[src/rtl/oc_accumulator.sv]
// Ones'-complement stream accumulator with end-around carry.
// Each accepted word takes two cycles: RUN captures the raw WIDTH+1-bit sum,
// FOLD adds the carry back in, bumps the word counter and updates the sticky
// overflow flag. The result is held in DONE until the consumer takes it.
module oc_accumulator #(
   parameter int WIDTH         = 32,
   parameter int CNT_W         = 16,
   parameter bit NORM_NEG_ZERO = 1'b1
) (
   input  logic             clk,
   input  logic             reset,
   input  logic             start,
   input  logic             in_valid,
   output logic             in_ready,
   input  logic [WIDTH-1:0] in_data,
   input  logic             in_last,
   output logic             out_valid,
   input  logic             out_ready,
   output logic [WIDTH-1:0] out_sum,
   output logic [CNT_W-1:0] out_count,
   output logic             out_ovf,
   output logic             busy
);

   typedef enum logic [1:0] {
      S_IDLE = 2'd0,
      S_RUN  = 2'd1,
      S_FOLD = 2'd2,
      S_DONE = 2'd3
   } state_t;

   state_t           r_state;
   state_t           w_state_next;

   logic [WIDTH-1:0] r_acc;
   logic [WIDTH:0]   r_raw;     // acc + operand with the carry-out kept in the top bit
   logic             r_op_msb;  // sign of the operand being folded in
   logic             r_last;
   logic [CNT_W-1:0] r_count;
   logic             r_ovf;

   logic [WIDTH-1:0] w_folded;
   logic             w_ovf_step;
   logic             w_count_sat;

   // End-around carry: raw is at most 2*(2^WIDTH-1), so adding the carry back
   // once can never produce a second carry.
   assign w_folded    = r_raw[WIDTH-1:0] + {{(WIDTH-1){1'b0}}, r_raw[WIDTH]};
   // Signed overflow: both addends share a sign and the result flips it.
   assign w_ovf_step  = (r_acc[WIDTH-1] == r_op_msb) && (w_folded[WIDTH-1] != r_acc[WIDTH-1]);
   assign w_count_sat = &r_count;

   // State register.
   always_ff @(posedge clk) begin
      if (reset) begin
         r_state <= S_IDLE;
      end else begin
         r_state <= w_state_next;
      end
   end

   // Next-state decode and handshake outputs.
   always_comb begin
      w_state_next = r_state;
      in_ready     = 1'b0;
      out_valid    = 1'b0;
      busy         = 1'b1;
      case (r_state)
         S_IDLE: begin
            busy = 1'b0;
            if (start) w_state_next = S_RUN;
         end
         S_RUN: begin
            in_ready = 1'b1;
            if (in_valid) w_state_next = S_FOLD;
         end
         S_FOLD: begin
            w_state_next = r_last ? S_DONE : S_RUN;
         end
         S_DONE: begin
            out_valid = 1'b1;
            if (out_ready) w_state_next = S_IDLE;
         end
         default: begin
            w_state_next = S_IDLE;
         end
      endcase
   end

   // Datapath: capture in RUN, fold/count/overflow in FOLD, clear on start.
   always_ff @(posedge clk) begin
      if (reset) begin
         r_acc    <= '0;
         r_raw    <= '0;
         r_op_msb <= 1'b0;
         r_last   <= 1'b0;
         r_count  <= '0;
         r_ovf    <= 1'b0;
      end else begin
         case (r_state)
            S_IDLE: begin
               if (start) begin
                  r_acc   <= '0;
                  r_count <= '0;
                  r_ovf   <= 1'b0;
               end
            end
            S_RUN: begin
               if (in_valid) begin
                  r_raw    <= {1'b0, r_acc} + {1'b0, in_data};
                  r_op_msb <= in_data[WIDTH-1];
                  r_last   <= in_last;
               end
            end
            S_FOLD: begin
               r_acc <= w_folded;
               r_ovf <= r_ovf | w_ovf_step;
               if (!w_count_sat) r_count <= r_count + 1'b1;
            end
            default: begin
            end
         endcase
      end
   end

   // Result view; negative zero is optionally reported as positive zero.
   assign out_sum   = ((NORM_NEG_ZERO != 1'b0) && (&r_acc)) ? '0 : r_acc;
   assign out_count = r_count;
   assign out_ovf   = r_ovf;

endmodule

[config.mk]
export PLATFORM = sky130hd
export DESIGN_NAME = oc_accumulator
export DESIGN_NICKNAME = d
export VERILOG_FILES = /design/src/rtl/oc_accumulator.sv
export SDC_FILE = /design/constraint.sdc
export NUM_CORES = 1
export LEC_CHECK = 0
export CELL_PAD_IN_SITES_DETAIL_PLACEMENT = 1
export CELL_PAD_IN_SITES_GLOBAL_PLACEMENT = 1
export CORE_ASPECT_RATIO = 0.8
export CORE_MARGIN = 10
export CORE_UTILIZATION = 35
export DETAILED_ROUTE_END_ITERATION = 6
export GPL_TIMING_DRIVEN = 1
export PLACE_DENSITY_LB_ADDON = 0.1
export SYNTH_ARGS = -nofsm -noshare
export SYNTH_HDL_FRONTEND = slang
export SYNTH_SLANG_ARGS = --single-unit
[constraint.sdc]
create_clock -name clk -period 3 [get_ports clk]
set_clock_uncertainty 0.1 [all_clocks]
set_input_delay 0.75 -clock clk [delete_from_list [all_inputs] [get_ports clk]]
set_output_delay 0.75 -clock clk [all_outputs]
set_load 0.1 [all_outputs]
Yosys cells after proc, flatten, opt, wreduce, memory -nomap -nowiden:

Cells that the tools add are included.
W data, S select, Z words.

* flip-flop bits (word level): 86
* output and inout port bits: 52
* word-level logic and storage cells: 45
* bits of input ports: 38

* mux-type cells: 16
* equal/unequal tests: 9
* reduce and logical (&&, ||, !) cells: 9
* add/sub/neg operators: 3
* bitwise logic cells: 1

Operators by type and width (count)
* $mux W32: 2
* $pmux W32 S2: 1
* $add A32 B32 Y33: 1
* $add A32 B1 Y32: 1
* $mux W16: 2
* $pmux W16 S2: 1
* $reduce_and A32 Y1: 1
* $add A16 B1 Y16 const B: 1
* $reduce_and A16 Y1: 1
* $mux W2: 4
* $ne A2 B2 Y1 const B: 4
* $pmux W2 S4: 1
* $reduce_and A3 Y1: 2
* $eq A2 B2 Y1 const B: 2
* $mux W1: 4
* $reduce_and A2 Y1: 2
* $eq A2 B1 Y1 const B: 1
* $logic_not A2 Y1: 1
* $pmux W1 S2: 1
* $reduce_bool A2 Y1: 1
* $eq A1 B1 Y1: 1
* $logic_and A1 B1 Y1: 1
* $ne A1 B1 Y1: 1
* $or A1 B1 Y1: 1

Logic depth before layout (Yosys ltp):

Gate-level depths: netlist of the first run.

* word-level depth: 5
* gate-level depth with buffers: 9
* mapped depth without buffers: 9

Worst setup path before layout of the first run:

Ideal clock, no wire load.

* path type: input-to-reg
* start: input port in_data[11]
* end: register r_raw[30]
* slack: 141 ps
* buffers on the path: 1
* stages: 9
* setup time: 95 ps
* data arrival time: 2663 ps
* data required time: 2805 ps
* cell sequence: ha_1 buf_6 a21o_1 a21o_1 a221oi_4 a21oi_2 a41oi_2 or4b_1 o311ai_1

* cells in the longest elaborated chain, start to end: 1

RTL lines
* start: declaration: line 15 `input logic [WIDTH-1:0] in_data,`
* $add A32 B32 Y33: line 110 `r_raw <= {1'b0, r_acc} + {1'b0, in_data};`
* end signal: assignment: line 110
* end: declaration: line 36 `logic [WIDTH:0] r_raw;`

Every way passes these cells.
A chain may end at the register's enable or synchronous reset.

Worst setup path in the final report of the first run:

* start: input port in_data[1]
* end: register r_raw[30]

Same word-level chain as after synthesis.

==> impl_metrics.ini, run 1 <==
[sta]
fmax_mhz = 332
max_slew_margin_pct = 58.3
hold_ws_ps = 378
worst_slack_ps = -14.9
final.period_utilization_pct = 100
hold_viol_final = 0
rsz0062_at_grt = yes
setup-tns-final_ps = -14.9
final_max_slew_viol_count = 0
worst_slew_pin_slew_ps = 622
period_minus_slack_ps = 3010
setup_viol = 1

[placement]
portBuffers = 89
post-place-ws_ps = -496
routabilityCongestion = 0.903
dp_cells = 1123
dpl.hpwl_um = 17600

[final_layout]
drive_above_1_share_pct = 25.2
fin_util_pct = 51.3
diodes = 0
finalNonFillerCells = 1148
num-fill-cells = 1992
nets = 997
syn2layout_area_growth_pct = 44.3

[hold_path]
worstHoldPathType = register to register

[power_and_ir_drop]
power_switching_uw = 814
power_density_nw_per_um2 = 323
p_int_mw = 1.92
ir_drop_mv = 0.246
power_frac_clock_pct = 39.6
p_seq_share_pct = 44.1
power_frac_comb_pct = 16.3
leakagePower_nw = 3.48
p_sw_share_pct = 29.8

[synthesis]
synth_top_area_share_pct = 29.3
synth_compound_area_share_pct = 21.4
synth_area_leader_cell = dfxtp_1
synth_edf_count = 0
yosysSeqAreaShare_pct = 29.3
synth_top_family_by_area = simple AND/OR/NAND/NOR gates
synthXorXnorAreaFrac_pct = 9.55
synth-simple-area-share_pct = 27.7
syn_avg_cell_area_sq_um = 7.77
netlist-cell-type-count = 62
synth.area.mux_share_pct = 0.341
synth.area.top_cells = dfxtp_1 (29%), ha_1 (7.5%), nand2_1 (6.1%)
syn-num-nets = 829
synth_fa_ha_area_share_pct = 7.80
synthesis.area_sq_um = 5870
async_reset_ff_share_pct = 0
synthCells = 755
synth-seq-cells = 86
yosysWarningCount = 0
synth_flop_cell = dfxtp_1

[die]
die_height_um = 136
die_x_um = 165
die_area_sq_um = 22400
core_sq_um = 16500
io_pins = 90
row_count = 42
start_util_pct = 35.6

[route]
drc = 0
wire_per_inst_um = 19.6
vias = 6248
postRouteAntennaNets = 0
drtPass1Iterations = 4
drt_iter0_markers = 301
viasPerCell = 5.44
totalWireLength_um = 22500

[grt]
grt-ovfl-total = 0
grt_max_degree = 33
grt_pass1_wl_um = 36100
antenna_found_initial = 0
grt_pass1_vias = 6567
track_usage_pct = 20.0

[clock_tree]
cts.clk_slew.worst_paths_ps = 70
clk_path_buf_depth = 2
cts_root_buffer = clkbuf_16
cts.sinks = 86
hold_buffers = 0
cts_buffers = 9
cts-htree-levels = 3
clock_latency_ps = 360
cts_tree = yes

[setup_path]
crit_chain = clkdlybuf4s50_1 -> fa_2 -> a21oi_2 -> nand4b_1 -> a211o_1 -> a21oi_4 -> a41oi_2 -> or4b_4 -> o311ai_4
slowest_delay_ps = 500
critPathMaxFanout = 4
cp_data_arrival_time_ps = 3180
start_kind = input pin
worstPathRequired_ps = 3170
crit_path_end_kind = register
crit_path_top_delay_cell = or4b_4
critical_path_class = input pin to register

[job]
cap_violations = 0

[run_status]
violations = setup timing
status = finished, violations left
-- logic make-up after synthesis --
group                      Yosys count
muxes                                2
AOI/OAI and AO/OA                  190
and+or+nand+nor                    328
DFF                                 86
xor gates and xnor gates            64
buffers and inverters               49
adders and majority gates           36
-- synthesized netlist by cell type (3+ instances only) --
cell type and count:
a211oi_1 11, nand4_1 26, o21a_1 6, and3_1 13
nand3_1 22, a21o_1 15, xor2_1 29, a21oi_1 40
nor4_1 5, a22oi_1 22, nand2_1 95, buf_6 5
o21ai_0 40, clkbuf_1 28, xnor2_1 35, o31ai_1 4
nor2_1 79, a31oi_1 10, o21bai_1 6, o211ai_1 4
nor2b_1 5, nand2b_1 4, or2_2 6, a211o_1 3
o21ai_1 8, inv_1 12, nand3b_1 5, ha_1 35
and4_1 5, and2_1 39, nor3_1 11, buf_2 4
dfxtp_1 86
-- through the flow --
stage                     power, mW  cell area, sq um
final                          2.73              8470
after global routing           2.85              8470
after CTS                      2.75              8240
after detailed placement       1.66              7840
after global placement         1.65              7840
after floorplan                1.47              5870
-- power by group through the flow --
stage	combinational [mW]	clock, mW	sequential, mW
CTS	0.437	1.11	1.21
global placement	0.419	0	1.23
floorplan	0.246	0	1.22
detailed placement	0.431	0	1.23
global route	0.484	1.15	1.21
finish	0.446	1.08	1.21
-- final timing paths --
path	startpoint	end	slack [ps]	cells after the start
worst max register to register	r_acc[0]	r_raw[30]	340	9
worst min register to register	r_op_msb	r_op_msb	380	2
worst min-delay path	r_op_msb	r_op_msb	380	2
worst max-delay path	in_data[1]	r_raw[30]	-10	9
-- critical path, delay by kind of cell --
kind	cells	cell delay (ps)
AO/OA/AOI/OAI	5	810
adder cells (fa/ha/maj)	1	440
buffers and inverters	1	470
AND/OR/NAND/NOR	2	730
-- flip-flops by register name, summed over array words and instances, names as in the netlist --
| register | cells |
|---|---|
| r_state | 2 |
| out_count | 16 |
| out_ovf | 1 |
| r_last | 1 |
| r_raw | 33 |
| r_op_msb | 1 |
| r_acc | 32 |
-- repair_timing --
| action | in CTS | in global routing |
|---|---|---|
| gates resized for setup | 20 | 44 |
| buffers inserted | 3 | 6 |
| endpoints found under the setup margin | 42 | 47 |
| pin swaps | 8 | 14 |
-- layout by cell type, fill, tap and decap left out, drive strengths merged, types with 3 or more instances in the layout --
master / netlist / layout
buf: 9 / 158
nand2: 95 / 95
dfxtp: 86 / 86
nor2: 79 / 79
o21ai: 48 / 48
a21oi: 42 / 42
and2: 39 / 39
xnor2: 35 / 35
ha: 35 / 35
clkdlybuf4s50: 0 / 34
xor2: 29 / 29
nand4: 26 / 26
a22oi: 22 / 22
nand3: 22 / 22
a21o: 15 / 15
and3: 14 / 14
inv: 12 / 13
a211oi: 11 / 11
nor3: 11 / 11
clkbuf: 28 / 10
a31oi: 10 / 10
or2: 6 / 6
o21a: 6 / 6
o21bai: 6 / 6
and4: 6 / 6
nor4: 6 / 6
nand3b: 5 / 5
nor2b: 5 / 5
nand2b: 4 / 4
o211ai: 4 / 4
o31ai: 4 / 4
clkinv: 0 / 4
a211o: 3 / 3
or3: 3 / 3
a2111oi: 3 / 3
-- cell type report --
cell class | count | area (sq um) | area share [%]
Clock buffer | 10 | 229 | 2.70
Inverter | 12 | 45.0 | 0.532
Tap cell | 220 | 275 | 3.25
Sequential cell | 86 | 1740 | 20.5
Timing Repair Buffer | 194 | 1970 | 23.2
Clock inverter | 6 | 47.5 | 0.561
Multi-Input combinational cell | 620 | 4170 | 49.2
-- routing by layer --
layer | track usage (%) | routed length [um] | vias to the layer above
met1 | 26.5 | 10600 | 3064
met4 | 4.32 | 350 | 0
met2 | 32.8 | 10400 | 129
met5 | 0 | 0 | -
li1 | - | - | 3031
met3 | 4.05 | 1160 | 24
(Power assumes the default switching activity.)
==> inputs of run 2 (changes only) <==
- CORE_UTILIZATION: 35 -> 36
- SETUP_SLACK_MARGIN: not set -> 0.02
- clock period: 3 -> 2.6 ns (I/O delays scaled with it)
==> run 2 against run 1 <==
- the run still ends with setup timing left
- register-to-register slack lost 330 ps
- critical endpoint is now out_sum[17]
- critical path type is now register to primary output
- largest cell class unchanged
- total power up 27%
- critical path depth is 2 lower
==> impl_metrics.ini, run 2 (synthesized netlist as in run 1, its figures left out) <==
[run_status]
status = finished, violations left
violations = setup timing

[grt]
grt-ovfl-total = 0
use_met1_pct = 30.7
grt_max_degree = 32
track_usage_pct = 23.4
grtUsageMet3_pct = 5.20
antenna_found_initial = 0
use_met2_pct = 37.7
grt_pass1_wl_um = 40700
grt.busiest_layer = met2
grt_pass1_vias = 7050

[sta]
period_minus_slack_ps = 2930
hold_ws_ps = 366
fmax_mhz = 341
final.period_utilization_pct = 113
final_max_slew_viol_count = 0
worst_slew_pin_slew_ps = 716
setup_viol = 47
max_slew_margin_pct = 52.0
worst_slack_ps = -334
hold_viol_final = 0
setup-tns-final_ps = -10850
rsz0062_at_grt = yes

[setup_path]
reg2reg_to = r_raw[16]
reg2regPathDepth = 12
critPathMaxFanout = 6
crit_path_end_kind = primary output
r2r_start = r_acc[0]
cp_data_arrival_time_ps = 2180
critical_path_class = register to primary output
worstPathRequired_ps = 1850
start_kind = register
r2r_slack_ps = 10

[hold_path]
worstHoldStart = r_last
worstHoldPathType = register to register
holdPathStages = 2
min_to = r_last

[final_layout]
syn2layout_area_growth_pct = 62.9
largest_register = r_raw
layout_commonest_cell = buf_4
nets = 1048
layout_common_cells = buf_4 (166), nand2_1 (90), nor2_1 (76)
diodes = 0
largest_reg_flops = 33
fin_util_pct = 60.1
num-fill-cells = 1820
drive_above_1_share_pct = 39.2

[die]
die_x_um = 163
row_count = 41
die_height_um = 134
die_area_sq_um = 21800
start_util_pct = 36.9
io_pins = 90
core_sq_um = 15900

[power_and_ir_drop]
ir_drop_mv = 0.343
leakagePower_nw = 3.98
finalPower_mw = 3.48
power_density_nw_per_um2 = 364

[clock_tree]
cts.clk_slew.worst_paths_ps = 70
clk_path_buf_depth = 2
cts_root_buffer = clkbuf_16
cts_tree = yes
cts_buffers = 9
hold_buffers = 0
cts-htree-levels = 3
clock_latency_ps = 370
cts.sinks = 86

[placement]
portBuffers = 89
routabilityCongestion = 0.884
dpl.hpwl_um = 18300

[route]
drtPass1Iterations = 6
drc = 0
vias = 6874
drt_iter0_markers = 479
wire_per_inst_um = 23.7
totalWireLength_um = 28300
viasPerCell = 5.76
postRouteAntennaNets = 0

[job]
cap_violations = 0
==> run 2: cell count changes in the layout (fill, tap and decap cells not counted), sizes merged, moves of 2 or more <==
cell	previous run	this run
dlymetal6s2s	2	12
inv	13	15
buf	158	210
bufinv	0	2
clkdlybuf4s50	34	19
clkinv	4	2
dlygate4sd2	0	3
==> run 2: power by group <==
group	switching (mW)	total, mW	internal, mW
registers	0.0488	1.39	1.34
logic	0.351	0.596	0.245
clock network	0.639	1.50	0.856
==> run 2: per-layer routing <==
layer | routed length (um) | part of all wire (%)
met1 | 12400 | 44
met2 | 13300 | 47
met3 | 1790 | 6.3
met4 | 801 | 2.8
met5 | 0 | 0
==> run 2: worst max path at each step <==
stage                       end  cells past startpoint         from  slack (ps)
floorplan             r_raw[30]                      8  in_data[19]         -40
global placement      r_raw[24]                     10   in_data[0]        -700
finish              out_sum[17]                      7    r_acc[10]        -330
CTS                 out_sum[17]                      7    r_acc[14]        -210
detailed placement    r_raw[19]                     11   in_data[0]        -780
global route        out_sum[17]                      7     r_acc[4]        -410
==> run 2: repair_timing <==
item                                    in CTS  in global routing
endpoints found under the setup margin      55                 64
setup buffers                               16                 13
gates resized for setup                    129                 93
pin swaps                                   53                 32
gates cloned                                 3                  1
==> run 2: stage by stage <==
stage	setup slack, ps	instances	instance area, sq um
after floorplan	-43.9	755	5910
after CTS	-208	1180	9080
after global routing	-406	1194	9560
after detailed placement	-778	1145	8070
after global placement	-700	1145	8070
final	-334	1194	9560
==> run 2: cell type report <==
class / instances / area (sq um) / share of cell area [%]
Timing Repair Buffer: 245 / 2440 / 25.6
Tap cell: 215 / 269 / 2.81
Clock inverter: 7 / 103 / 1.07
Multi-Input combinational cell: 620 / 4700 / 49.2
Sequential cell: 86 / 1770 / 18.6
Clock buffer: 9 / 225 / 2.36
Inverter: 12 / 45.0 / 0.471
==> run 2: critical path, cell delays in order (launching register included) <==
cell     delay, ps
dfxtp_4        380
nand4_1        200
nor4_4         370
buf_4          210
nand2_8        120
buf_12         190
and2_4         170
buf_12         160
==> inputs of run 3 (changes only) <==
- ABC_AREA: not set -> 1
- ABC_CLOCK_PERIOD_IN_PS: not set -> 2600
- CORE_UTILIZATION: 36 -> 35
- GPL_ROUTABILITY_DRIVEN: not set -> 0
==> run 3 against run 2 <==
- the run still ends with setup timing left
- critical path depth increased by 2
- critical endpoint is now out_sum[19]
- register-to-register slack improved by 320 ps
- synthesized area increased by 19%
- cell count increased by 42%
- maximum frequency decreased by 2.8%
- first-iteration DRC count unchanged
==> impl_metrics.ini, run 3 <==
[hold_path]
worstHoldPathType = register to register
worstHoldStart = r_last

[final_layout]
num-fill-cells = 2702
largest_reg_flops = 33
drive_above_1_share_pct = 18.0
nets = 1496
layout_commonest_cell = nand2_1
largest_register = r_raw
syn2layout_area_growth_pct = 40.1
diodes = 0
multi_input_area_sq_um = 4410
register_area_sq_um = 1730
layout_common_cells = nand2_1 (374), inv_1 (238), buf_4 (129)

[synthesis]
synth_area_leader_cell = dfxtp_1
yosysWarningCount = 0
synth_flop_cell = dfxtp_1
syn_avg_cell_area_sq_um = 5.67
synth_common_cells = nand2_1 (381), inv_1 (241), nor2_1 (131)
synth.area.top_cells = dfxtp_1 (25%), nand2_1 (20%), inv_1 (13%)
yosysMostFrequentCell = nand2_1
synth_edf_count = 0
yosysSeqAreaShare_pct = 24.6
synth_top_area_share_pct = 24.6
synth-seq-cells = 86
syn-num-nets = 1307
async_reset_ff_share_pct = 0
synthCells = 1233
netlist-cell-type-count = 39
synthesis.area_sq_um = 7000

[run_status]
status = finished, violations left
violations = setup timing

[sta]
rsz0062_at_grt = yes
final.period_utilization_pct = 116
setup_viol = 32
final_max_slew_viol_count = 0
hold_ws_ps = 371
hold_viol_final = 0
fmax_mhz = 331
setup-tns-final_ps = -12690
worst_slew_pin_slew_ps = 811
max_slew_margin_pct = 45.9
period_minus_slack_ps = 3020
worst_slack_ps = -418

[setup_path]
r2r_start = r_raw[32]
worstPathRequired_ps = 1850
start_kind = register
worstSetupStartpoint = r_acc[17]
critPathMaxFanout = 5
critical_path_class = register to primary output
cp_data_arrival_time_ps = 2270
r2r_slack_ps = 330
crit_path_end_kind = primary output

[grt]
antenna_found_initial = 0
grt_pass1_vias = 8451
grt-ovfl-total = 0
track_usage_pct = 22.4
grt_pass1_wl_um = 46400
grt_max_degree = 47

[clock_tree]
cts_buffers = 9
cts_tree = yes
cts-htree-levels = 3
clock_latency_ps = 360
cts.sinks = 86
hold_buffers = 0
cts_root_buffer = clkbuf_16
clk_path_buf_depth = 2
cts.clk_slew.worst_paths_ps = 70

[route]
wire_per_inst_um = 17.7
drt_iter0_markers = 479
vias = 8286
drc = 0
totalWireLength_um = 29900
viasPerCell = 4.90
drtPass1Iterations = 5
postRouteAntennaNets = 0

[placement]
post-place-ws_ps = -301
dpl.hpwl_um = 24200
portBuffers = 89

[power_and_ir_drop]
ir_drop_mv = 0.227
power_density_nw_per_um2 = 356
leakagePower_nw = 4.77

[die]
row_count = 46
core_sq_um = 19700
start_util_pct = 35.4
io_pins = 90
die_area_sq_um = 26100
die_height_um = 146
die_x_um = 178

[job]
cap_violations = 0
-- run 3: cell count changes after synthesis, sizes merged, moves of 10 or more --
cell | previous run | this run
nand2 | 95 | 386
inv | 12 | 245
a21oi | 42 | 105
nand3 | 22 | 85
nor2 | 79 | 140
and2 | 39 | 2
xnor2 | 35 | 2
a22oi | 22 | 0
a21o | 15 | 0
and3 | 14 | 0
clkbuf | 28 | 14
xor2 | 29 | 17
nand4 | 26 | 15
a211oi | 11 | 1
-- run 3: routing by layer --
layer / vias to the layer above / wire length (um) / track usage, %
li1: 4198 / - / -
met3: 40 / 1590 / 3.81
met5: - / 0 / 0
met1: 3871 / 13700 / 29.0
met4: 0 / 801 / 6.95
met2: 177 / 13800 / 37.0
-- run 3: worst paths after layout --
check | cells after the start | to
min | 2 | r_last
max reg2reg | 11 | r_acc[18]
min reg2reg | 2 | r_last
max | 9 | out_sum[19]
-- run 3: timing repair --
action                     4_1_cts  5_1_grt
cloned                           1        1
setup endpoints to repair       32       48
pin swaps                        2        5
resized for setup               16       43
buffers inserted                 3        3
-- run 3: area by class of cell --
| type | instances | area share (%) |
|---|---|---|
| Clock buffer | 9 | 2.30 |
| Clock inverter | 7 | 0.817 |
| Inverter | 245 | 9.44 |
| Multi-Input combinational cell | 876 | 45.0 |
| Sequential cell | 86 | 17.6 |
| Tap cell | 264 | 3.37 |
| Timing Repair Buffer | 204 | 21.4 |
-- run 3: logic make-up (layout without fill, tap and decap cells) --
kind of cell,after synthesis,count (layout),synth area share [%]
AND/OR/NAND/NOR,663,663,39.6
AO/OA/AOI/OAI,158,158,12.0
XOR/XNOR,19,19,2.38
buffers and inverters,271,465,14.9
adder cells (fa/ha/maj),36,36,6.55
flip-flops,86,86,24.6
-- run 3: report_power, final --
group / switching (mW) / total, mW / internal [mW] / leakage, nW
Sequential: 0.0518 / 1.42 / 1.37 / 0.699
Clock: 0.630 / 1.39 / 0.761 / 0.149
Combinational: 0.436 / 0.683 / 0.247 / 3.93
Total: 1.12 / 3.49 / 2.37 / 4.77
-- run 3: critical path, cell delays in order (launching register included) --
cell and delay, ps:
dfxtp_2 350, inv_4 50, nor4_4 270, buf_4 180, nand4_1 290, nor2_4 240
buf_12 140, clkbuf_16 170, nor2_4 50, buf_12 160
-- run 3: metrics by stage --
step	total power [mW]	util, %	area [sq um]	cells
6_report	3.49	49.6	9800	1691
5_1_grt	3.62	49.6	9800	1691
4_1_cts	3.50	48.8	9620	1688
3_5_place_dp	2.12	46.6	9210	1668
3_3_place_gp	2.11	46.6	9210	1668
2_1_floorplan	1.82	-	7000	1233
